`src/rtl/lfsr_param_gen.sv`:
```
// Parametrised LFSR with Fibonacci/Galois structure, runtime seed/tap load,
// all-zero lockup recovery and hardware period measurement.
module lfsr_param_gen #(
    parameter int                WIDTH    = 16,
    parameter logic [WIDTH-1:0]  SEED_RST = 16'hACE1,
    parameter logic [WIDTH-1:0]  TAPS_RST = 16'hB400,
    parameter logic              MODE_RST = 1'b1
) (
    input  logic             clk,
    input  logic             rst_n,
    input  logic             ena,
    input  logic             load,
    input  logic [WIDTH-1:0] seed_in,
    input  logic             taps_we,
    input  logic [WIDTH-1:0] taps_in,
    input  logic             mode_in,
    input  logic             step,
    output logic [WIDTH-1:0] state_out,
    output logic             bit_out,
    output logic             lockup,
    output logic             period_done,
    output logic [WIDTH-1:0] period_len
);

    logic [WIDTH-1:0] state_r;
    logic [WIDTH-1:0] taps_r;
    logic             mode_r;
    logic [WIDTH-1:0] ref_seed_r;
    logic [WIDTH-1:0] step_cnt_r;
    logic             lockup_r;
    logic             period_done_r;
    logic [WIDTH-1:0] period_len_r;

    logic [WIDTH-1:0] galois_next_s;
    logic [WIDTH-1:0] fib_next_s;
    logic [WIDTH-1:0] shift_next_s;
    logic [WIDTH-1:0] cnt_inc_s;
    logic             state_zero_s;
    logic             period_hit_s;

    // Feedback bit of the Fibonacci structure: parity of the tapped bits.
    function automatic logic fib_feedback(input logic [WIDTH-1:0] st, input logic [WIDTH-1:0] tp);
        return ^(st & tp);
    endfunction

    // Successor state for both structures, and period bookkeeping terms.
    always_comb begin
        galois_next_s = state_r >> 1;
        if (state_r[0]) begin
            galois_next_s = (state_r >> 1) ^ taps_r;
        end else begin
            galois_next_s = state_r >> 1;
        end
        fib_next_s = {fib_feedback(state_r, taps_r), state_r[WIDTH-1:1]};
        if (mode_r) begin
            shift_next_s = galois_next_s;
        end else begin
            shift_next_s = fib_next_s;
        end
        cnt_inc_s    = step_cnt_r + {{(WIDTH-1){1'b0}}, 1'b1};
        state_zero_s = (state_r == {WIDTH{1'b0}});
        period_hit_s = (shift_next_s == ref_seed_r);
    end

    // Tap mask and structure select; a write applies from the following step.
    always_ff @(posedge clk or negedge rst_n) begin
        if (!rst_n) begin
            taps_r <= TAPS_RST;
            mode_r <= MODE_RST;
        end else if (ena && taps_we) begin
            taps_r <= taps_in;
            mode_r <= mode_in;
        end else begin
            taps_r <= taps_r;
            mode_r <= mode_r;
        end
    end

    // LFSR state, lockup recovery and period measurement; load wins over step.
    always_ff @(posedge clk or negedge rst_n) begin
        if (!rst_n) begin
            state_r       <= SEED_RST;
            ref_seed_r    <= SEED_RST;
            step_cnt_r    <= {WIDTH{1'b0}};
            lockup_r      <= 1'b0;
            period_done_r <= 1'b0;
            period_len_r  <= {WIDTH{1'b0}};
        end else if (!ena) begin
            period_done_r <= 1'b0;
        end else begin
            period_done_r <= 1'b0;
            if (load) begin
                state_r    <= seed_in;
                ref_seed_r <= seed_in;
                step_cnt_r <= {WIDTH{1'b0}};
                lockup_r   <= 1'b0;
            end else if (step) begin
                if (state_zero_s) begin
                    // A zero state would shift forever; restart from the reset seed.
                    state_r    <= SEED_RST;
                    ref_seed_r <= SEED_RST;
                    step_cnt_r <= {WIDTH{1'b0}};
                    lockup_r   <= 1'b1;
                end else begin
                    state_r <= shift_next_s;
                    if (period_hit_s) begin
                        period_done_r <= 1'b1;
                        period_len_r  <= cnt_inc_s;
                        step_cnt_r    <= {WIDTH{1'b0}};
                    end else begin
                        step_cnt_r    <= cnt_inc_s;
                    end
                end
            end
        end
    end

    assign state_out   = state_r;
    assign bit_out     = state_r[0];
    assign lockup      = lockup_r;
    assign period_done = period_done_r;
    assign period_len  = period_len_r;

endmodule

```
`config.mk`:
```
export PLATFORM = sky130hd
export DESIGN_NAME = lfsr_param_gen
export DESIGN_NICKNAME = d
export VERILOG_FILES = /design/src/rtl/lfsr_param_gen.sv
export SDC_FILE = /design/constraint.sdc
export NUM_CORES = 1
export LEC_CHECK = 0
export CORE_AREA = 5 5 128 130
export DETAILED_ROUTE_END_ITERATION = 8
export DIE_AREA = 0 0 133 135
export PLACE_DENSITY = 0.58
export SLEW_MARGIN = 20
export SYNTH_ARGS = -nofsm -noshare
export SYNTH_HDL_FRONTEND = slang
export SYNTH_SLANG_ARGS = --single-unit
```
`constraint.sdc`:
```
create_clock -name clk -period 7 [get_ports clk]
set_input_delay 1.4 -clock clk [delete_from_list [all_inputs] [get_ports clk]]
set_output_delay 1.4 -clock clk [all_outputs]
set_load 0.02 [all_outputs]
```
Yosys cells after proc, flatten, opt, wreduce, memory -nomap -nowiden:

Cells that the tools add are included.

* bits of input ports: 39
* word-level logic and storage cells: 42
* bits in registers: 83
* output and inout bits: 35

* mux-type cells: 20
* bitwise operators: 4
* add/sub/neg operators: 1
* reduce and logical (&&, ||, !) cells: 8
* eq/ne operators: 1

Operators by type and width (number)
* $mux 16: 12
* $add 16x1->16 const B: 1
* $and 16x16->16: 1
* $eq 16x16->1: 1
* $logic_not 16->1: 1
* $reduce_xor 16->1: 1
* $xor 15x16->16: 1
* $mux 1: 8
* $reduce_and 5->1: 1
* $reduce_bool 2->1: 2
* $reduce_and 3->1: 1
* $not 1->1: 2
* $reduce_and 2->1: 1
* $logic_and 1x1->1: 1

Longest topological paths before layout:

Gate-level depths: netlist of run 1.

* depth in word-level cells: 9
* mapped depth: 11
* depth with buffers taken out: 9

Least setup slack after synthesis of run 1:

OpenSTA, ideal clock, no wires.

* path kind: register -> register
* from: register state_r[0], in the netlist state_out[0]
* to: register period_len_r[10], in the netlist period_len[10]
* slack: 3.900 ns
* clock period less this slack: 3.100 ns
* buffers on the path: 2
* arrival time: 2.975 ns
* stages on the path, launching flop included: 12
* library setup time: 0.125 ns
* required time: 6.875 ns
* path through: dfstp_2 > and2_4 > buf_6 > nand2_4 > xor2_2 > xnor2_1 > or4_1 > nor4_2 > nand3_2 > nor3_4 > buf_8 > mux2_4

* cells in the longest elaborated chain, start to end: 5
* elaborated cells on any way between the ends: 8
* classes of those cells: 1 x eq/ne; 2 x mux; 2 x bitwise; 3 x reduce/logical

Ends and longest elaborated chain
* from (decl): line 25 `logic [WIDTH-1:0] state_r;`
* from (signal assigned): line 93 `state_r <= seed_in;`
* from (signal assigned): line 105 `state_r <= shift_next_s;`
* $and 16x16->16: line 43 `return ^(st & tp);`
* $reduce_xor 16->1: line 43
* $mux 16: line 55 `if (mode_r) begin`
* $eq 16x16->1: line 62 `period_hit_s = (shift_next_s == ref_seed_r);`
* $reduce_and 5->1 (no line) (*)
* to (signal assigned): line 87 `period_len_r <= {WIDTH{1'b0}};`
* to (signal assigned): line 108 `period_len_r <= cnt_inc_s;`
* to (decl): line 32 `logic [WIDTH-1:0] period_len_r;`

Every way passes the cells marked *; elsewhere a longest branch is shown, timed or not.
A chain may end at the register's enable or synchronous reset.

Worst setup path in the final report of run 1:

* from: input load
* to: register period_len_r[1], in the netlist period_len[1]

* cells in the longest elaborated chain, start to end: 2

Ends and longest elaborated chain
* from (decl): line 12 `input logic load,`
* $not 1->1 (no line)
* $reduce_and 5->1 (no line)

Every way passes these cells.

==> summary.md, run 1 <==
| Metric | Value |
|---|---|
| Status | completed |
| CTS Buf Count | 9 |
| Sink Count | 83 |
| Number of synthesized flops with an enable pin | 0 |
| Crit path capture type | register |
| Routed length per instance | 17.14 um |
| I/O Buffers | 73 |
| Yosys warns | 0 |
| Final ANT Viol Nets | 0 |
| Ratio of final minimum period to clock period | around 68% |
| Core footprint | approximately 15000 um2 |
| DRC Markers | 0 |
| Critical path required time | between 7000 and 8000 ps |
| Netlist Area Pre-Place | around 4400 um2 |
| Met2 Track Usage GR | between 20% and 30% |
| Asr flop ratio synth | 100.0% |
| Sw Ratio | a little under a third |
| Clock power share | 32.9% |
| GR Overflow Total | 0 |
| Clock Pin Slew Worst Setup and Hold Paths | about 60 ps |
| Total track usage | 13.44% |
| Fmax | 211.1 MHz |
| Avg Cell Area, Syn | 10.12 um2 |
| Post-Synthesis Cells | 437 |
| Peak VDD IR | ~0.00021 V |
| I/O pin count | between 70 and 80 |
| Starting DRC count in detailed routing | between 200 and 250 |
| DRT Pass-1 Iters | 4 |
| Startpoint types | primary input |
| Setup Skew | approximately 7.4 ps |
| Seq pwr share | between 40% and 50% |
| Post-Syn Nets | around 480 |
| Worst Hold Launch | ref_seed_r[0]$_DFFE_PN1P_ |
| Fillers | 1459 |
| HPWL Detailed | between 8000 and 9000 um |
| Cell area power density | around 270 nW/um2 |
| Die Wd | 133 um |
| Die area | roughly 18000 um2 |
| Pint | a little over 1 mW |
| RSZ-0062 raised after global routing | no |
| H-tree depth reported by CTS | 3 |
| Final hold violations | 0 |
| Grt met1 use | between 10% and 20% |
| Min-Delay Path Class | register to register |
| Antenna violations before repair | 0 |
| Worst slew margin | a little over a third |
| Fin util | 37.34% |
| Post-CTS Setup Inserts | 0 |
| Seq cells post-synth | a little over 80 |
| Ant diodes | 0 |
| Maxcap violations | 0 |
| Clock Path Buffers | 2 |
| Comb power frac | around a quarter |
| Synth area leaders | dfrtp_1 35%, dfstp_2 12%, mux2_2 6.1% |
| Least-Margin Pin Slew | 970.8 ps |
| Distinct cells, synth | just over 50 |
| Switch Pwr | approximately 0.48 mW |
| Met3 GRT Util | 3.353% |
| Pin count of the biggest net entering global routing | between 70 and 80 |
| Share of layout cells above drive strength 1 | 17.75% |
| CTS tree | done |
| GRT busiest layer | met2 |
| Area Growth Syn to Fin | 26.90% |
| Slew Viols, Final | 0 |
| Placer Congestion | around 0.85 |
| Final setup TNS | 0 ps |
| Seq/Total Area, Yosys | 47.55% |
| Vias in the first global route | approximately 3600 |
| Synth area leader | dfrtp_1 |
| Die height | 135 um |
| Hold_buf cts | 0 |
| Arrival time at the worst endpoint | ~5000 ps |
| R2r startpoint | state_out[0]$_DFFE_PN1P_ |
| Critical Path Source | load |
| Routed wire length | ~12000 um |
| Worst Setup Path Type | primary input to register |
| Nets | 542 |
| Root buf cell | clkbuf_16 |
| First-pass GRT wire length | between 15000 and 20000 um |
| FP Rows | 45 |
| Top-area cell type share of the netlist area | between 30% and 40% |
| Skew-Pair Late Insertion Delay | 340 ps |
| Leak pwr | between 2 and 2.5 nW |
| Final setup violation count | 0 |
| CTS resizes | 0 |
| Vias per cell | about 5.0 |
| Starting density of the core | 29.42% |
| Vias | 3493 |
| R2R Setup Slk | approximately 3000 ps |
| Fin crit period | ~4700 ps |
| CP max FO | 18 |
| Prevailing post-synth register cell | dfrtp_1 |
[synth_stat cells (12+ instances only)]
master and count:
o21ai_0 15, o221ai_1 14, xor2_1 19, clkbuf_1 16, inv_1 14, mux2_2 24, dfrtp_1 62, xnor2_1 26
nor2_1 25, or2_2 12, dfstp_2 21, nand2_1 67
[state kept, by name (all words and copies together) (netlist names)]
name	cells
mode_r	1
state_out	16
lockup	1
step_cnt_r	16
taps_r	16
period_len	16
ref_seed_r	16
period_done	1
[final cells by class]
cell class	instances	area (um2)	area share [%]
clock buffer	10	229.0	4.079
clock inverter	6	80.08	1.427
inverter	14	52.55	0.9362
multi-input combinational	318	2162	38.52
sequential	83	2103	37.47
tap	188	235.2	4.191
timing repair buffer	76	750.7	13.37
[through the flow]
step	setup WS (ps)	area (um2)	hold WS (ps)	power, mW	instances
after CTS	2176	5613	510.7	1.532	695
after floorplan	3900	4423	469.9	0.8682	437
after global placement	2017	5304	485.4	1.022	679
final	2263	5613	510.7	1.520	695
after global routing	1984	5613	526.1	1.598	695
after detailed placement	1830	5304	501.5	1.027	679
[kinds of logic after synthesis]
logic type | after synthesis | synth area share (%)
DFF | 83 | 47.55
xor gates and xnor gates | 46 | 9.279
buffers and inverters | 36 | 3.649
adders and majority gates | 1 | 0.2828
muxes | 33 | 8.713
and+or+nand+nor | 157 | 17.37
AOI/OAI and AO/OA | 81 | 13.15
[power by group through the flow]
stage / logic, mW / clock network [mW] / registers (mW)
after detailed placement: 0.401 / 0 / 0.625
after global placement: 0.397 / 0 / 0.625
final: 0.401 / 0.499 / 0.619
after CTS: 0.404 / 0.510 / 0.619
after global routing: 0.440 / 0.531 / 0.627
after floorplan: 0.249 / 0 / 0.619
[layout by cell type, fill, tap and decap left out, types with 9 or more instances in the layout]
cell and n:
a22oi_1 9, clkbuf_16 9, clkdlybuf4s50_1 72, dfrtp_1 62, dfstp_2 21, inv_1 14, mux2_2 24, nand2_1 67
nand3_1 11, nor2_1 25, o21ai_0 15, o221ai_1 14, or2_2 12, xnor2_1 26, xor2_1 19
[worst paths after layout]
path,to,depth (start not counted)
worst max-delay path,period_len[1]$_DFFE_PN0P_,5
worst min-delay path,ref_seed_r[0]$_DFFE_PN1P_,2
worst max register to register,period_len[1]$_DFFE_PN0P_,9
worst min register to register,ref_seed_r[0]$_DFFE_PN1P_,2
max in group asynchronous,state_out[12]$_DFFE_PN0P_,2
min in group asynchronous,period_len[7]$_DFFE_PN0P_,1
[per-layer routing]
layer  vias up  share of wire (%)
met3        25                4.9
met1      1716                 44
met2       100                 49
met5         -                  0
met4         0                2.3
li1       1652                  -
[critical path, cell delays in order]
cell and delay, ps:
clkdlybuf4s50_1 740, a41oi_1 860, nand3_1 570, nor3_4 950, mux2_2 420
Power figures use the tool's default switching activity.
==> run 2, diff against run 1 <==
==> constraint.sdc (replaced) <==
create_clock -name clk -period 4.9 [get_ports clk]
set_input_delay 0.98 -clock clk [delete_from_list [all_inputs] [get_ports clk]]
set_output_delay 0.98 -clock clk [all_outputs]
set_load 0.02 [all_outputs]
==> run 2 against run 1 <==
Effect of this change:
- clock skew down 0.70 ps
- non-clock buffer count increased by 3
- clock power grew 26%
- sequential share of layout area grew 0.075 points
- critical endpoint is now period_len[14]$_DFFE_PN0P_
==> summary.md, run 2 (synthesis gave the netlist of run 1 again) <==
| Metric | Value |
|---|---|
| Vias per cell | 4.943 (-1.7%) |
| Peak VDD IR | 0.0001821 V (-14%) |
| Routed wire length | 11670 um (-2.0%) |
| I/O pin count | 74 (unchanged) |
| Clock power share | 30.0% (-2.9 points) |
| CP top delay family | simple AND/OR/NAND/NOR gates |
| Hold_buf cts | 0 (unchanged) |
| Status | completed |
| H-tree depth reported by CTS | 3 (unchanged) |
| Final ANT Viol Nets | 0 (unchanged) |
| Most common cell after layout, fill and taps aside | clkdlybuf4s50_1 |
| Ant diodes | 0 (unchanged) |
| RSZ-0062 raised after global routing | no |
| Slew Viols, Final | 0 (unchanged) |
| CTS tree | done |
| Worst slew margin | 47.11% (+12 points) |
| CTS resizes | 0 (unchanged) |
| Pint | 1.413 mW (+36%) |
| Starting density of the core | 29.42% (unchanged) |
| Maxcap violations | 0 (unchanged) |
| Total track usage | 13.46% (+0.017 points) |
| FP Rows | 45 (unchanged) |
| Share of layout cells above drive strength 1 | 17.65% (-0.10 points) |
| HPWL Detailed | 8547 um (+1.6%) |
| Final setup violation count | 0 (unchanged) |
| Sink Count | 83 (unchanged) |
| Commonest non-fill, non-tap cells in the layout | 72 x clkdlybuf4s50_1, 67 x nand2_1, 62 x dfrtp_1 |
| Cell area power density | 373.1 nW/um2 (+38%) |
| Core footprint | 15030 um2 (unchanged) |
| Crit path capture type | register |
| Ratio of final minimum period to clock period | 78.76% |
| Fmax | between 200 and 300 MHz |
| Vias in the first global route | 3605 (-0.85%) |
| Area Growth Syn to Fin | 26.65% |
| Fin crit period | around 3900 ps |
| Critical path required time | 5120 ps (-2100 ps) |
| Fillers | 1494 (+2.4%) |
| CTS Buf Count | 9 (unchanged) |
| Critical Path Max Stage Delay | 600 ps (-350 ps) |
| Arrival time at the worst endpoint | 4080 ps (-880 ps) |
| Setup Skew | 6.717 ps (-0.7005 ps) |
| I/O Buffers | 73 (unchanged) |
| GR Overflow Total | 0 (unchanged) |
| Pin count of the biggest net entering global routing | 48 (-34%) |
| DRC Markers | 0 (unchanged) |
| Worst Setup Path Type | register to register |
| Crit-path cells | and2_4, nand2_1, xor2_1, xnor2_1, or4_1, nor4_2, nand3_2, nor3_4, buf_4, mux2_4 |
| Least-Margin Pin Slew | 791.5 ps (-179.3 ps) |
| Non-Filler Instances | 698 (+0.43%) |
| Hold Crit Depth | 1 (-1) |
| Clock Path Buffers | 2 (unchanged) |
| Antenna violations before repair | 0 (unchanged) |
| Die Wd | 133 um (unchanged) |
| Min-Delay Path Class | register to register |
| First-pass GRT wire length | 19240 um (+0.18%) |
| Nets | 545 (+0.55%) |
| WP buf/inv | 1 (unchanged) |
| Sw Ratio | 32.40% (+0.70 points) |
| Switch Pwr | 0.6772 mW (+41%) |
| Die height | 135 um (unchanged) |
| Final setup TNS | 0 ps (unchanged) |
| Routed length per instance | 16.72 um (-2.4%) |
| Starting DRC count in detailed routing | 237 (+2.2%) |
| Clock Pin Slew Worst Setup and Hold Paths | 60 ps (about the same) |
| CP max FO | 20 (+2) |
| CP Depth | 10 (+5) |
| Placed instance count | 682 (+0.44%) |
| Leak pwr | 2.395 nW (-0.45%) |
| Final hold violations | 0 (unchanged) |
| Die area | 17960 um2 (unchanged) |
| Comb power frac | 27.7% (+1.3 points) |
| Root buf cell | clkbuf_16 |
| DRT Pass-1 Iters | 4 (unchanged) |
| Critical-path top delay cell | dfstp_2 |
| Startpoint types | register |
| Seq pwr share | 42.3% (+1.6 points) |
| Post-CTS Setup Inserts | 0 (unchanged) |
| R2R depth | 10 (+1) |
| Vias | 3450 (-1.2%) |
| Skew-Pair Late Insertion Delay | 330 ps (about the same) |
| Placer Congestion | 0.8731 (+3.0%) |
| Fin util | 37.26% (-0.075 points) |
run 2: cell count changes in the layout (fill, tap and decap cells not counted):
cell / delta
buf_4: +3
bufinv_16: -2
clkbuf_1: +3
clkbuf_8: +2
clkinv_2: -4
clkinvlp_4: +1
run 2: cell type report:
cell class                 instances  area, um2  share of cell area, %
tap                              188      235.2                  4.199
timing repair buffer              79      773.2                  13.80
multi-input combinational        318       2162                  38.60
clock buffer                      15      267.8                  4.780
sequential                        83       2103                  37.55
clock inverter                     1      7.507                 0.1340
inverter                          14      52.55                 0.9381
run 2: routing by layer:
layer  track usage, %  share of wire (%)
met4            3.406               0.91
met1            17.16                 46
met2            22.43                 48
met3            3.949                5.4
met5                0                  0
run 2: stage by stage:
step | setup slack, ps | power (mW) | instance area (um2) | hold slack, ps
after floorplan | 1800 | 1.240 | 4423 | 469.9
after global placement | 1143 | 1.464 | 5326 | 483.7
after detailed placement | 1052 | 1.467 | 5326 | 492.9
after CTS | 1031 | 2.111 | 5602 | 508.6
after global routing | 759.6 | 2.200 | 5602 | 526.4
final | 1041 | 2.090 | 5602 | 504.4
run 2: final timing paths:
kind / startpoint / to / slack, ps
max reg2reg: state_out[0]$_DFFE_PN1P_ / period_len[14]$_DFFE_PN0P_ / 1040
max in group asynchronous: rst_n / state_out[11]$_DFFE_PN1P_ / 3290
min reg2reg: period_len[4]$_DFFE_PN0P_ / period_len[4]$_DFFE_PN0P_ / 500
min: period_len[4]$_DFFE_PN0P_ / period_len[4]$_DFFE_PN0P_ / 500
max: state_out[0]$_DFFE_PN1P_ / period_len[14]$_DFFE_PN0P_ / 1040
min in group asynchronous: rst_n / period_done$_DFF_PN0_ / 660
run 2: power by group through the flow:
stage | Sequential, mW | Clock, mW | Combinational (mW)
floorplan | 0.885 | 0 | 0.356
global placement | 0.893 | 0 | 0.571
detailed placement | 0.892 | 0 | 0.576
CTS | 0.882 | 0.649 | 0.580
global route | 0.895 | 0.678 | 0.627
finish | 0.884 | 0.627 | 0.579
